===== src/rtl/spi_target_if.sv =====
// Signal bundle for spi_target: host SPI pins plus the CPU-side TX/RX byte handshake.
// The target uses the slave modport; whatever drives the pins and strobes uses master.
interface spi_target_if;
    logic       spi_cs_n;
    logic       spi_sck;
    logic       spi_mosi;
    logic       spi_miso;
    logic       spi_miso_oe;
    logic [7:0] tx_data;
    logic       tx_write;
    logic       tx_full;
    logic [7:0] rx_data;
    logic       rx_read;
    logic       rx_valid;
    logic       overrun;
    logic       overrun_clear;
    logic       busy;

    modport slave (
        input  spi_cs_n, spi_sck, spi_mosi, tx_data, tx_write, rx_read, overrun_clear,
        output spi_miso, spi_miso_oe, tx_full, rx_data, rx_valid, overrun, busy
    );

    modport master (
        output spi_cs_n, spi_sck, spi_mosi, tx_data, tx_write, rx_read, overrun_clear,
        input  spi_miso, spi_miso_oe, tx_full, rx_data, rx_valid, overrun, busy
    );
endinterface


===== src/rtl/spi_target.sv =====
// SPI mode-0 target, oversampled by clk: synchronises the host pins, shifts bytes in
// and out MSB first, and exposes a one-byte TX buffer and one-byte RX register.
module spi_target #(
    parameter logic [7:0] EMPTY_BYTE = 8'hFF
) (
    input  logic         clk,
    input  logic         rst,
    spi_target_if.slave  bus
);

    typedef enum logic [1:0] {
        ST_IDLE   = 2'd0,
        ST_ACTIVE = 2'd1,
        ST_ABORT  = 2'd2
    } state_e;

    logic       cs_meta_q, cs_sync_q;
    logic       sck_meta_q, sck_sync_q, sck_prev_q;
    logic       mosi_meta_q, mosi_sync_q;
    logic [1:0] settle_q;

    state_e     state_q, state_d;
    logic [2:0] bit_cnt_q, bit_cnt_d;
    logic [7:0] tx_shift_q, tx_shift_d;
    logic [7:0] tx_buf_q, tx_buf_d;
    logic       tx_full_q, tx_full_d;
    logic [6:0] rx_shift_q, rx_shift_d;
    logic [7:0] rx_data_q, rx_data_d;
    logic       rx_valid_q, rx_valid_d;
    logic       overrun_q, overrun_d;
    logic       miso_q, miso_d;
    logic       miso_oe_q, miso_oe_d;
    logic       busy_q, busy_d;

    logic       sck_rise_s, sck_fall_s;
    logic       load_s, rx_done_s;

    // Two-flop synchronisers plus the sck history flop; settle_q counts the refill after reset
    always_ff @(posedge clk) begin
        if (rst) begin
            cs_meta_q   <= 1'b1;
            cs_sync_q   <= 1'b1;
            sck_meta_q  <= 1'b0;
            sck_sync_q  <= 1'b0;
            sck_prev_q  <= 1'b0;
            mosi_meta_q <= 1'b0;
            mosi_sync_q <= 1'b0;
            settle_q    <= 2'd0;
        end else begin
            cs_meta_q   <= bus.spi_cs_n;
            cs_sync_q   <= cs_meta_q;
            sck_meta_q  <= bus.spi_sck;
            sck_sync_q  <= sck_meta_q;
            sck_prev_q  <= sck_sync_q;
            mosi_meta_q <= bus.spi_mosi;
            mosi_sync_q <= mosi_meta_q;
            settle_q    <= (settle_q == 2'd2) ? settle_q : settle_q + 2'd1;
        end
    end

    assign sck_rise_s = sck_sync_q & ~sck_prev_q;
    assign sck_fall_s = ~sck_sync_q & sck_prev_q;

    // Next-state: FSM, shifters, TX buffer, RX register and registered pin/status outputs
    always_comb begin
        state_d    = state_q;
        bit_cnt_d  = bit_cnt_q;
        tx_shift_d = tx_shift_q;
        tx_buf_d   = tx_buf_q;
        tx_full_d  = tx_full_q;
        rx_shift_d = rx_shift_q;
        rx_data_d  = rx_data_q;
        rx_valid_d = rx_valid_q;
        overrun_d  = overrun_q;
        load_s     = 1'b0;
        rx_done_s  = 1'b0;

        case (state_q)
            // The reset values of cs_sync_q read as "deselected", so ABORT must
            // wait for real pin samples before it may release to IDLE.
            ST_ABORT: begin
                if ((settle_q == 2'd2) && cs_sync_q) begin
                    state_d = ST_IDLE;
                end else begin
                    state_d = ST_ABORT;
                end
            end
            ST_IDLE: begin
                if (!cs_sync_q) begin
                    state_d   = ST_ACTIVE;
                    load_s    = 1'b1;
                    bit_cnt_d = 3'd0;
                end else begin
                    state_d = ST_IDLE;
                end
            end
            ST_ACTIVE: begin
                if (cs_sync_q) begin
                    state_d   = ST_IDLE;
                    bit_cnt_d = 3'd0;
                end else if (sck_rise_s) begin
                    rx_shift_d = {rx_shift_q[5:0], mosi_sync_q};
                    bit_cnt_d  = bit_cnt_q + 3'd1;
                    rx_done_s  = (bit_cnt_q == 3'd7);
                end else if (sck_fall_s) begin
                    if (bit_cnt_q != 3'd0) begin
                        tx_shift_d = {tx_shift_q[6:0], 1'b1};
                    end else begin
                        load_s = 1'b1;
                    end
                end else begin
                    state_d = ST_ACTIVE;
                end
            end
            default: begin
                state_d = ST_ABORT;
            end
        endcase

        // The load sees the buffer as it was before any write in the same cycle
        if (load_s) begin
            tx_shift_d = tx_full_q ? tx_buf_q : EMPTY_BYTE;
            tx_full_d  = 1'b0;
        end else begin
            tx_shift_d = tx_shift_d;
        end
        if (bus.tx_write) begin
            tx_buf_d  = bus.tx_data;
            tx_full_d = 1'b1;
        end else begin
            tx_buf_d = tx_buf_q;
        end

        if (rx_done_s) begin
            rx_data_d  = {rx_shift_q, mosi_sync_q};
            rx_valid_d = 1'b1;
        end else if (bus.rx_read) begin
            rx_valid_d = 1'b0;
        end else begin
            rx_valid_d = rx_valid_q;
        end

        if (rx_done_s && rx_valid_q && !bus.rx_read) begin
            overrun_d = 1'b1;
        end else if (bus.overrun_clear) begin
            overrun_d = 1'b0;
        end else begin
            overrun_d = overrun_q;
        end

        busy_d    = (state_d == ST_ACTIVE);
        miso_oe_d = (state_d == ST_ACTIVE);
        miso_d    = (state_d == ST_ACTIVE) ? tx_shift_d[7] : 1'b1;
    end

    // State and datapath registers
    always_ff @(posedge clk) begin
        if (rst) begin
            state_q    <= ST_ABORT;
            bit_cnt_q  <= 3'd0;
            tx_shift_q <= EMPTY_BYTE;
            tx_buf_q   <= 8'h00;
            tx_full_q  <= 1'b0;
            rx_shift_q <= 7'h00;
            rx_data_q  <= 8'h00;
            rx_valid_q <= 1'b0;
            overrun_q  <= 1'b0;
            miso_q     <= 1'b1;
            miso_oe_q  <= 1'b0;
            busy_q     <= 1'b0;
        end else begin
            state_q    <= state_d;
            bit_cnt_q  <= bit_cnt_d;
            tx_shift_q <= tx_shift_d;
            tx_buf_q   <= tx_buf_d;
            tx_full_q  <= tx_full_d;
            rx_shift_q <= rx_shift_d;
            rx_data_q  <= rx_data_d;
            rx_valid_q <= rx_valid_d;
            overrun_q  <= overrun_d;
            miso_q     <= miso_d;
            miso_oe_q  <= miso_oe_d;
            busy_q     <= busy_d;
        end
    end

    assign bus.spi_miso    = miso_q;
    assign bus.spi_miso_oe = miso_oe_q;
    assign bus.tx_full     = tx_full_q;
    assign bus.rx_data     = rx_data_q;
    assign bus.rx_valid    = rx_valid_q;
    assign bus.overrun     = overrun_q;
    assign bus.busy        = busy_q;

endmodule


===== src/flat_wrapper.sv =====
// flat-port wrapper written by rule: the top's interface ports become plain ports
module spi_target_flat 
#(
    parameter logic [7:0] EMPTY_BYTE = 8'hFF
)
  (clk, rst, bus_spi_cs_n, bus_spi_sck, bus_spi_mosi, bus_tx_data, bus_tx_write, bus_rx_read, bus_overrun_clear, bus_spi_miso, bus_spi_miso_oe, bus_tx_full, bus_rx_data, bus_rx_valid, bus_overrun, bus_busy);
  spi_target_if bus_i ();
  input  logic clk;
  input  logic rst;
  input wire logic [$bits(bus_i.spi_cs_n)-1:0] bus_spi_cs_n;
  input wire logic [$bits(bus_i.spi_sck)-1:0] bus_spi_sck;
  input wire logic [$bits(bus_i.spi_mosi)-1:0] bus_spi_mosi;
  input wire logic [$bits(bus_i.tx_data)-1:0] bus_tx_data;
  input wire logic [$bits(bus_i.tx_write)-1:0] bus_tx_write;
  input wire logic [$bits(bus_i.rx_read)-1:0] bus_rx_read;
  input wire logic [$bits(bus_i.overrun_clear)-1:0] bus_overrun_clear;
  output wire logic [$bits(bus_i.spi_miso)-1:0] bus_spi_miso;
  output wire logic [$bits(bus_i.spi_miso_oe)-1:0] bus_spi_miso_oe;
  output wire logic [$bits(bus_i.tx_full)-1:0] bus_tx_full;
  output wire logic [$bits(bus_i.rx_data)-1:0] bus_rx_data;
  output wire logic [$bits(bus_i.rx_valid)-1:0] bus_rx_valid;
  output wire logic [$bits(bus_i.overrun)-1:0] bus_overrun;
  output wire logic [$bits(bus_i.busy)-1:0] bus_busy;
  assign bus_i.spi_cs_n = bus_spi_cs_n;
  assign bus_i.spi_sck = bus_spi_sck;
  assign bus_i.spi_mosi = bus_spi_mosi;
  assign bus_i.tx_data = bus_tx_data;
  assign bus_i.tx_write = bus_tx_write;
  assign bus_i.rx_read = bus_rx_read;
  assign bus_i.overrun_clear = bus_overrun_clear;
  assign bus_spi_miso = bus_i.spi_miso;
  assign bus_spi_miso_oe = bus_i.spi_miso_oe;
  assign bus_tx_full = bus_i.tx_full;
  assign bus_rx_data = bus_i.rx_data;
  assign bus_rx_valid = bus_i.rx_valid;
  assign bus_overrun = bus_i.overrun;
  assign bus_busy = bus_i.busy;
  spi_target #(.EMPTY_BYTE(EMPTY_BYTE)) u_core (.clk(clk), .rst(rst), .bus(bus_i));
endmodule

===== config.mk =====
export PLATFORM = sky130hd
export DESIGN_NAME = spi_target_flat
export DESIGN_NICKNAME = d
export VERILOG_FILES = /design/src/rtl/spi_target_if.sv /design/src/rtl/spi_target.sv /design/src/flat_wrapper.sv
export SDC_FILE = /design/constraint.sdc
export NUM_CORES = 1
export LEC_CHECK = 0
export CAP_MARGIN = 20
export CORE_ASPECT_RATIO = 1.1
export CORE_MARGIN = 1
export CORE_UTILIZATION = 40
export CTS_BUF_LIST = sky130_fd_sc_hd__clkbuf_8 sky130_fd_sc_hd__clkbuf_16
export DETAILED_ROUTE_END_ITERATION = 7
export GPL_TIMING_DRIVEN = 0
export SLEW_MARGIN = 20
export SYNTH_ARGS = -nofsm -noshare
export SYNTH_HDL_FRONTEND = slang
export SYNTH_SLANG_ARGS = --single-unit
export TNS_END_PERCENT = 50

===== constraint.sdc =====
create_clock -name clk -period 2.8 [get_ports clk]
set_clock_uncertainty 0.15 [all_clocks]
set_input_delay 0.84 -clock clk [delete_from_list [all_inputs] [get_ports clk]]
set_output_delay 0.84 -clock clk [all_outputs]
set_load 0.01 [all_outputs]

==> impl_metrics.ini, run 1 <==
[outcome]
status = finished clean

[setup_path]
reg2reg_from = u_core.bit_cnt_q[0]
arrival_ns = 1.36
end_kind = output port
crit_path_start_kind = flop
worst_ep_required_time_ns = 1.81
crit_slowest_cell = clkdlybuf4s50_1
crit_path_cell_trace = clkdlybuf4s50_1
path_class = flop to output port
worst_r2r_path_depth = 6
critPathTopFamily = buffers and inverters
slowest_delay_ns = 0.59
ff2ff_setup_slack_ns = 1.09
worst-path-buf-inv = 1
r2r-end = u_core.bus.tx_full
crit_fanout = 10

[floorplanning]
fp.dieH_microns = 74.6
row_count = 26
die_area_sq_um = 5080
initial_core_util = 0.415
top_level_ports = 30
die_w_microns = 68.0
coreArea_sq_um = 4620

[clocking]
numCtsBuffers = 5
cts_root_buf = clkbuf_8
h-tree-depth = 2
cts_tree = done
ctsLongestPathBuffers = 2
clkSinkCount = 50
hold_buffers = 0
clkTransAtPathRegs_ns = 0.09
cts_resized = 0
worstSkewPairLatency_ns = 0.30
post_cts_buffers = 0

[synthesis]
synth-edff-count = 0
synthTopCellsByCount = dfxtp_1 (50), nor2_1 (29), mux2i_1 (23)
yosys.cell_count.top_type = dfxtp_1
mappedNetlistArea_sq_um = 1920
synth_area_leader_cell = dfxtp_1
ys_types = 33
syn_avg_cell_area_sq_um = 10.3
synth.area.top_cells = dfxtp_1 (52%), mux2i_1 (12%), nor2_1 (5.7%), nor2b_1 (4.9%), a221oi_1 (2.7%)
ys_async_sr_fraction = 0
synth_top_area_share = 0.522
syn_nets = 206
synthFlopType = dfxtp_1
ys_ff_latch = 50
synth-seq-area-share = 0.522
syn_inst = 186
yosys_warnings = 0

[power_and_ir_drop]
ir_drop_mv = 0.367
cellLeakagePower_uw = 0.00101
p_total_uw = 1420
power_density_nw_per_um2 = 600

[grt]
grt_pass1_wl_mm = 5.95
grtUsageTotal = 0.160
grt_pass1_vias = 1256
antenna_found_initial = 0
grt_max_degree = 18
grt_overflow = 0

[placement]
placed_cells = 269
place_congestion = 0.788
io_buffers = 27
dp_hpwl_mm = 2.60

[routing]
routed-wl-met2_mm = 1.66
routedWlPerCell_microns = 12.9
antenna_left = 0
wl_met3_microns = 143
via_per_inst = 4.93
dr.pass1.iters = 4
drt_iter0_markers = 35
wl_met1_mm = 1.73
vias = 1365
top_layer_used = met4
drc = 0
routed_wl_mm = 3.57

[final_layout]
drive_above_1_share = 0.104
n_antenna_cell = 0
fin_cells = 277
syn_to_final_growth_pct = 23.8
fin_nets = 240
fillCellCount = 430

[timing]
relSlewSlack = 0.676
worstMarginPinSlew_ns = 0.482
timing.fmax_ghz = 0.425
setup_viol = 0
drv_slew = 0
grt_setup_unrepaired = false
timing.setup.tns_ns = 0
finalCritPeriodShare = 0.840
fin_crit_ns = 2.35
timing_hold_violations_final = 0

[min_path]
min_from = u_core.cs_meta_q
hold_path_class = flop to flop
holdPathEnd = u_core.cs_sync_q
whs_path_depth = 1

[flow_run]
drv_cap = 0
## cell families after synthesis
group	count (synthesis)	synth area share
compound gates	24	0.0913
xor+xnor	1	0.00457
fa+ha+maj	4	0.0261
buf+inv	17	0.0391
flops	50	0.522
mux	24	0.126
simple gates	66	0.191
## final cells by class
| cell class | instances | area [sq um] | share of cell area |
|---|---|---|---|
| flip-flops and latches | 50 | 1000 | 0.421 |
| multi-input cells | 119 | 842 | 0.355 |
| repair buffers | 27 | 270 | 0.114 |
| well taps | 56 | 70.1 | 0.0295 |
| clock buffers | 5 | 68.8 | 0.0290 |
| plain buffers | 10 | 48.8 | 0.0205 |
| clock inverters | 3 | 47.5 | 0.0200 |
| inverters | 7 | 26.3 | 0.0111 |
## stage by stage
stage / instance area, sq um / worst slack, ns / hold slack [ns] / utilization
floorplan: 1920 / 0.984 / 0.239 / -
global placement: 2260 / 0.685 / 0.257 / 0.489
detailed placement: 2260 / 0.665 / 0.253 / 0.489
CTS: 2370 / 0.423 / 0.278 / 0.514
global route: 2370 / 0.375 / 0.308 / 0.514
finish: 2370 / 0.449 / 0.271 / 0.514
## sequential cells by signal, indices dropped and copies added (netlist names)
register,flops
u_core.bus.spi_miso_oe,1
u_core.state_q,2
u_core.bus.overrun,1
u_core.settle_q,2
u_core.cs_meta_q,1
u_core.sck_sync_q,1
u_core.bus.rx_valid,1
u_core.tx_buf_q,8
u_core.bus.tx_full,1
u_core.mosi_sync_q,1
u_core.sck_meta_q,1
u_core.rx_shift_q,7
u_core.bus.spi_miso,1
u_core.tx_shift_q,8
u_core.mosi_meta_q,1
u_core.bit_cnt_q,3
u_core.bus.rx_data,8
u_core.sck_prev_q,1
u_core.cs_sync_q,1
## cells in the final DEF, fill, tap and decap left out, types with 2 or more instances in the layout
cell type	synthesis	final
buf_2	3	3
nor2b_1	15	15
nor3_1	2	2
nor2_1	29	29
nand4_1	3	3
or2_2	2	2
ha_1	4	4
clkbuf_8	0	5
a221oi_1	6	6
o21ai_1	7	7
dfxtp_1	50	50
a21oi_1	5	5
clkbuf_1	5	5
inv_6	0	2
clkdlybuf4s50_1	0	27
nand2b_1	6	6
mux2i_1	23	23
buf_4	2	2
inv_1	7	7
## worst max-delay path by stage
stage / start / end / slack (ns) / cells after the start
6_report: u_core.bus.tx_full / bus_tx_full / 0.45 / 1
5_1_grt: u_core.bus.tx_full / bus_tx_full / 0.38 / 1
4_1_cts: u_core.bus.tx_full / bus_tx_full / 0.42 / 1
3_5_place_dp: rst / u_core.bus.rx_data[4] / 0.67 / 4
3_3_place_gp: rst / u_core.bus.rx_data[3] / 0.68 / 4
2_1_floorplan: rst / u_core.bus.rx_data[0] / 0.98 / 4
## layer usage
layer / global-route usage / vias to the layer above
li1: - / 701
met1: 0.206 / 636
met2: 0.239 / 24
met3: 0.0530 / 4
met4: 0.0787 / 0
met5: 0 / -
## report_power, final
part	switching, uW	internal (uW)
clock	246	272
combinational	64.5	67.4
sequential	28.4	746
Power figures use the tool's default switching activity.
==> inputs of run 2 (changes only) <==
- clock period: 2.8 -> 2.3 ns (I/O delays scaled with it)
==> results of run 2 <==
The final DEF is identical to that of run 1. Status: finished clean.
Among the figures that moved: setup slack after placement 0.665 ns -> 0.315 ns; setup slack after layout 0.449 ns -> 0.0986 ns; register-to-register setup slack 1.09 ns -> 0.59 ns; total power 1420 uW -> 1730 uW; worst IR drop on VDD 0.367 mV -> 0.447 mV
